[src/rtl/ahb_axi_wr_arbiter.sv]
// ahb_axi_wr_arbiter
// Shares one AXI write master port (AW/W/B) between NREQ single-beat write
// requesters. Grants are round-robin and only one transaction is in flight
// at a time. AW and W are issued together in the cycle after the accept
// pulse. The B response is returned to the granted requester as a
// one-cycle pulse.
//
// Optional feature: define AHB_AXI_WR_ID_TAG_EN to tag AW with the granted
// requester index. A B beat whose ID differs from that tag still completes
// the transaction, but it is reported as an error.
module ahb_axi_wr_arbiter #(
    parameter int NREQ = 2,
    parameter int AW   = 32,
    parameter int DW   = 64,
    parameter int TIDW = 1
) (
    input  logic               HCLK,
    input  logic               HRESET,
    input  logic [NREQ-1:0]    req_valid_i,
    input  logic [NREQ*AW-1:0] req_addr_i,
    input  logic [NREQ*3-1:0]  req_size_i,
    input  logic [NREQ*DW-1:0] req_data_i,
    output logic [NREQ-1:0]    req_ready_o,
    output logic [NREQ-1:0]    rsp_valid_o,
    output logic               rsp_err_o,
    output logic [TIDW-1:0]    axi_aw_id_o,
    output logic [AW-1:0]      axi_aw_addr_o,
    output logic [7:0]         axi_aw_len_o,
    output logic [2:0]         axi_aw_size_o,
    output logic [1:0]         axi_aw_burst_o,
    output logic               axi_aw_valid_o,
    input  logic               axi_aw_ready_i,
    output logic [DW-1:0]      axi_w_data_o,
    output logic [DW/8-1:0]    axi_w_strb_o,
    output logic               axi_w_last_o,
    output logic               axi_w_valid_o,
    input  logic               axi_w_ready_i,
    input  logic [TIDW-1:0]    axi_b_id_i,
    input  logic [1:0]         axi_b_resp_i,
    input  logic               axi_b_valid_i,
    output logic               axi_b_ready_o
);

    localparam int IW = (NREQ > 1) ? $clog2(NREQ) : 1;
    localparam int SB = DW / 8;
    localparam int OW = (SB > 1) ? $clog2(SB) : 1;
    localparam logic [2:0] MAX_SIZE = 3'($clog2(SB));

    typedef enum logic [1:0] {
        IDLE   = 2'd0,
        SEND   = 2'd1,
        WAIT_B = 2'd2
    } state_t;

    state_t          state_reg, state_next;
    logic [IW-1:0]   ptr_reg, ptr_next;
    logic [IW-1:0]   gnt_reg, gnt_next;
    logic [AW-1:0]   addr_reg, addr_next;
    logic [2:0]      size_reg, size_next;
    logic [DW-1:0]   data_reg, data_next;
    logic [SB-1:0]   strb_reg, strb_next;
    logic            aw_done_reg, aw_done_next;
    logic            w_done_reg, w_done_next;
`ifdef AHB_AXI_WR_ID_TAG_EN
    logic [TIDW-1:0] id_reg, id_next;
`endif

    // Unpacked per-requester views of the packed request buses
    logic [AW-1:0]   addr_arr [NREQ];
    logic [2:0]      size_arr [NREQ];
    logic [DW-1:0]   data_arr [NREQ];

    genvar gi;
    generate
        for (gi = 0; gi < NREQ; gi++) begin : g_unpack
            assign addr_arr[gi] = req_addr_i[gi*AW +: AW];
            assign size_arr[gi] = req_size_i[gi*3 +: 3];
            assign data_arr[gi] = req_data_i[gi*DW +: DW];
        end
    endgenerate

    logic            gnt_found;
    logic [IW-1:0]   gnt_idx;
    logic [IW:0]     cand;

    // Round-robin scan: the first pending requester at or after the pointer, with wrap
    always_comb begin
        gnt_found = 1'b0;
        gnt_idx   = '0;
        cand      = '0;
        for (int i = 0; i < NREQ; i++) begin
            cand = {1'b0, ptr_reg} + (IW+1)'(i);
            if (cand >= (IW+1)'(NREQ)) begin
                cand = cand - (IW+1)'(NREQ);
            end
            if (!gnt_found && req_valid_i[cand[IW-1:0]]) begin
                gnt_found = 1'b1;
                gnt_idx   = cand[IW-1:0];
            end
        end
    end

    logic [AW-1:0]   sel_addr;
    logic [2:0]      sel_size;
    logic [DW-1:0]   sel_data;
    logic [2:0]      size_clamp;
    logic [OW:0]     nbytes;
    logic [OW-1:0]   off_raw;
    logic [OW-1:0]   off_al;
    logic [OW:0]     off_end;
    logic [SB-1:0]   strb_calc;

    assign sel_addr = addr_arr[gnt_idx];
    assign sel_size = size_arr[gnt_idx];
    assign sel_data = data_arr[gnt_idx];

    // Clamp the size to the bus width and align the lane offset down to the transfer size
    always_comb begin
        size_clamp = (sel_size > MAX_SIZE) ? MAX_SIZE : sel_size;
        nbytes     = (OW+1)'(1) << size_clamp;
        off_raw    = (SB > 1) ? sel_addr[OW-1:0] : '0;
        off_al     = off_raw & ~(OW'(nbytes - (OW+1)'(1)));
        off_end    = {1'b0, off_al} + nbytes;
    end

    // A byte lane is enabled when it lies inside [off_al, off_al + nbytes)
    generate
        for (gi = 0; gi < SB; gi++) begin : g_strb
            localparam logic [OW:0] LANE = (OW+1)'(gi);
            assign strb_calc[gi] = (LANE >= {1'b0, off_al}) && (LANE < off_end);
        end
    endgenerate

    logic b_fire;
    logic id_mismatch;

    assign b_fire = (state_reg == WAIT_B) && axi_b_valid_i;

    // Next-state logic: accept in IDLE, track the AW and W handshakes in SEND, complete in WAIT_B
    always_comb begin
        state_next   = state_reg;
        ptr_next     = ptr_reg;
        gnt_next     = gnt_reg;
        addr_next    = addr_reg;
        size_next    = size_reg;
        data_next    = data_reg;
        strb_next    = strb_reg;
        aw_done_next = aw_done_reg;
        w_done_next  = w_done_reg;
`ifdef AHB_AXI_WR_ID_TAG_EN
        id_next      = id_reg;
`endif
        case (state_reg)
            IDLE: begin
                if (gnt_found) begin
                    state_next   = SEND;
                    gnt_next     = gnt_idx;
                    addr_next    = sel_addr;
                    size_next    = size_clamp;
                    data_next    = sel_data;
                    strb_next    = strb_calc;
                    aw_done_next = 1'b0;
                    w_done_next  = 1'b0;
`ifdef AHB_AXI_WR_ID_TAG_EN
                    id_next      = TIDW'(gnt_idx);
`endif
                end
            end
            SEND: begin
                aw_done_next = aw_done_reg | (axi_aw_valid_o & axi_aw_ready_i);
                w_done_next  = w_done_reg | (axi_w_valid_o & axi_w_ready_i);
                if (aw_done_next && w_done_next) begin
                    state_next = WAIT_B;
                end
            end
            WAIT_B: begin
                if (axi_b_valid_i) begin
                    state_next = IDLE;
                    ptr_next   = (gnt_reg == IW'(NREQ - 1)) ? '0 : gnt_reg + IW'(1);
                end
            end
            default: begin
                state_next = IDLE;
            end
        endcase
    end

    // State and latched-request registers; reset abandons any in-flight transaction
    always_ff @(posedge HCLK or posedge HRESET) begin
        if (HRESET) begin
            state_reg   <= IDLE;
            ptr_reg     <= '0;
            gnt_reg     <= '0;
            addr_reg    <= '0;
            size_reg    <= '0;
            data_reg    <= '0;
            strb_reg    <= '0;
            aw_done_reg <= 1'b0;
            w_done_reg  <= 1'b0;
`ifdef AHB_AXI_WR_ID_TAG_EN
            id_reg      <= '0;
`endif
        end else begin
            state_reg   <= state_next;
            ptr_reg     <= ptr_next;
            gnt_reg     <= gnt_next;
            addr_reg    <= addr_next;
            size_reg    <= size_next;
            data_reg    <= data_next;
            strb_reg    <= strb_next;
            aw_done_reg <= aw_done_next;
            w_done_reg  <= w_done_next;
`ifdef AHB_AXI_WR_ID_TAG_EN
            id_reg      <= id_next;
`endif
        end
    end

`ifdef AHB_AXI_WR_ID_TAG_EN
    assign axi_aw_id_o = id_reg;
    assign id_mismatch = (axi_b_id_i != id_reg);
`else
    logic unused_b_id;
    assign axi_aw_id_o = '0;
    assign id_mismatch = 1'b0;
    assign unused_b_id = ^axi_b_id_i;
`endif

    // One-hot accept and completion pulses. Accept is masked while reset is
    // held, because it depends directly on the request inputs.
    generate
        for (gi = 0; gi < NREQ; gi++) begin : g_onehot
            assign req_ready_o[gi] = (state_reg == IDLE) && gnt_found &&
                                     (gnt_idx == IW'(gi)) && !HRESET;
            assign rsp_valid_o[gi] = b_fire && (gnt_reg == IW'(gi));
        end
    endgenerate

    assign rsp_err_o      = b_fire && (axi_b_resp_i[1] || id_mismatch);
    assign axi_aw_addr_o  = addr_reg;
    assign axi_aw_len_o   = 8'd0;
    assign axi_aw_size_o  = size_reg;
    assign axi_aw_burst_o = 2'b01;
    assign axi_aw_valid_o = (state_reg == SEND) && !aw_done_reg;
    assign axi_w_data_o   = data_reg;
    assign axi_w_strb_o   = strb_reg;
    assign axi_w_last_o   = 1'b1;
    assign axi_w_valid_o  = (state_reg == SEND) && !w_done_reg;
    assign axi_b_ready_o  = (state_reg == WAIT_B);

endmodule
[config.mk]
export PLATFORM = sky130hd
export DESIGN_NAME = ahb_axi_wr_arbiter
export DESIGN_NICKNAME = d
export VERILOG_FILES = /design/src/rtl/ahb_axi_wr_arbiter.sv
export SDC_FILE = /design/constraint.sdc
export NUM_CORES = 1
export LEC_CHECK = 0
export BUFFER_PORTS_ARGS = -buffer_cell sky130_fd_sc_hd__buf_4
export CAP_MARGIN = 20
export CORE_AREA = 2 2 131 133
export CTS_BUF_LIST = sky130_fd_sc_hd__clkbuf_4 sky130_fd_sc_hd__clkbuf_8
export DETAILED_ROUTE_END_ITERATION = 8
export DIE_AREA = 0 0 133 135
export PLACE_DENSITY = 0.65
export SYNTH_ARGS = -nofsm -noshare
export SYNTH_HDL_FRONTEND = slang
export SYNTH_SLANG_ARGS = --single-unit
export TNS_END_PERCENT = 10
[constraint.sdc]
create_clock -name HCLK -period 6 [get_ports HCLK]
set_input_delay 0.9 -clock HCLK [delete_from_list [all_inputs] [get_ports HCLK]]
set_output_delay 0.9 -clock HCLK [all_outputs]
set_load 0.1 [all_outputs]
==> impl_results.md <==
* CP Capture Type: primary output
* DRT Pass-1 Iters at 5
* Fill count at 1623
* Final WL at 18460 microns
* WP data required at 5.10 ns
* Final period utilization at 59.51%
* IO Count at 335
* Fmax at 0.2801 GHz
* Worst-margin pin slew at 0.9747 ns
* Initial antenna violation count at 0
* Register area share after synthesis at 51.27%
* Startpoint Class: input port
* ANT nets after route at 0
* Most frequent cell after synthesis: nand2_1
* H-tree depth at 4
* Initial Util at 33.62%
* Vias at 5765
* Core area at 0.01641 sq mm
* Final setup vio count at 0
* Number of flops mapped to enable cells by yosys at 0
* Post-CTS setup buffer count at 0
* Die area at 0.01796 sq mm
* Hold Fails Final Rpt at 0
* Min Tclk post-route at 3.571 ns
* Clk sinks at 113
* Worst hold slack at 0.4843 ns
* Max Root-Sink Buffers at 2
* Post-CTS Resized at 0
* Slew headroom at 35.01%
* WS Path Type: input port to primary output
* Yosys top cell area share at 51.27%
* Setup Skew at 0.01335 ns
* DRC at 0
* Post-DP HPWL at 13090 microns
* Die Y at 135 microns
* Async SR Flop Fraction at 100.0%
* Routed len/inst at 15.28 microns
* Hold Path Class: flip-flop to flip-flop
* Placer congestion estimate at 0.8444
* Clock Latency Late Sink at 0.44 ns
* Synthesized instance count at 681
* Clock-pin slew on the worst setup and hold paths at 0.07 ns
* Status: complete, no violations
* Distinct cells, synth at 45
* Num rows at 47
* Setup_tns at 0 ns
* Final nets at 1185
* Clock Tree Root: clkbuf_8
* TritonCTS clock tree: yes
* Crit path max fanout at 58
* Synth Register Bits at 113
* Synth Cell Area at 0.005515 sq mm
* Number of flip-flops in the largest register at 64
* Vias/cell at 4.772
* MaxCap Viol Count at 0
* Yosys warns at 0
* Worst Hold Path Cells at 1
* Worst r2r path cells at 11
* Synth top cells by count: nand2_1 (215), dfrtp_1 (113), nor2_1 (112)
* Max-slew violations at 0
* Number of port buffers at 320
* Number of global-route vias before repair at 5432
* First-pass GRT wire length at 28700 microns
* Top FF cell, synth: dfrtp_1
* Synth area leaders: dfrtp_1 (51%), nand2_1 (15%), a31oi_1 (11%)
* Area growth syn-to-layout at 53.31%
* Avg Cell Area, Syn at 8.099 sq um
* N_diodes at 0
* CTS Buf Count at 17
* Share of post-route cells with drive strength above 1 at 37.45%
* CP Data Arrival Time at 2.67 ns
* First DRT Iteration DRCs at 307
* Congestion Overflow GR at 0
* Area leader, netlist: dfrtp_1
* Hold Buf Count CTS at 0
* Global-route usage over all layers at 20.39%
* RSZ-0062 raised after global routing: no
* Die width at 133 microns
* Largest net degree at the start of global routing at 121
-- cells by family after synthesis --
kind of cell    share of synthesized area, %
buf+inv                                5.263
simple gates                           25.59
mux                                   0.3857
fa+ha+maj                             0.4536
compound gates                         16.90
other cells                           0.1362
flops                                  51.27
-- layout by cell type, fill, tap and decap left out, types with 2 or more instances in the layout --
cell       count
a31oi_1       95
clkbuf_4       3
buf_4        323
clkbuf_8      18
nor2_1       112
a21o_1         3
o21ai_1        2
ha_1           2
inv_1          5
dfrtp_1      113
nand3_1        7
clkinv_2       5
o21ai_0        8
nor3_1         7
nand2_1      214
and2_1         2
bufinv_16      4
a21oi_1       15
and3_1         2
nor2b_1        3
conb_1        12
a22o_1         4
-- path summary, 6_finish.rpt --
kind / from / end / slack, ns
min reg2reg: axi_w_strb_o[2] / axi_w_strb_o[2] / 0.48
max in group asynchronous: HRESET / axi_w_data_o[39] / 4.13
max: req_valid_i[0] / req_ready_o[0] / 2.43
max reg2reg: ptr_reg / axi_w_strb_o[6] / 3.12
min: axi_w_strb_o[2] / axi_w_strb_o[2] / 0.48
min in group asynchronous: HRESET / gnt_reg / 0.57
-- layer usage --
layer  vias to the layer above  global-route usage, %  wire (microns)
li1                       2864                      -               -
met1                      2618                  24.40            7505
met2                       251                  33.82            8802
met3                        32                  7.095            1741
met4                         0                  8.065             410
met5                         -                      0               0
-- layout make-up --
cell class                      instances  area, sq um  area share [%]
Sequential cell                       113         2828           33.44
Multi-Input combinational cell        513         2451           28.99
Timing Repair Buffer                  324         2445           28.91
Tap cell                              220        275.3           3.255
Clock buffer                           21        270.3           3.196
Clock inverter                         11        161.4           1.909
Inverter                                6        25.02          0.2959
-- worst max-delay path, stage by stage --
cell	delay [ns]
buf_4	0.13
nand2b_4	0.13
and2_4	0.49
buf_4	0.61
nor3_1	0.09
buf_4	0.28
-- per-stage QoR --
| stage | instances | instance area (sq um) | util, % | setup WS, ns |
|---|---|---|---|---|
| floorplan | 691 | 5553 | - | 1.207 |
| global placement | 1176 | 8024 | 48.91 | 2.368 |
| detailed placement | 1176 | 8024 | 48.91 | 2.397 |
| CTS | 1208 | 8456 | 51.54 | 2.389 |
| global route | 1208 | 8456 | 51.54 | 2.257 |
| finish | 1208 | 8456 | 51.54 | 2.429 |
Power is not shown: default switching activity piles up to over one toggle a cycle in this logic, so the estimate is an artifact.
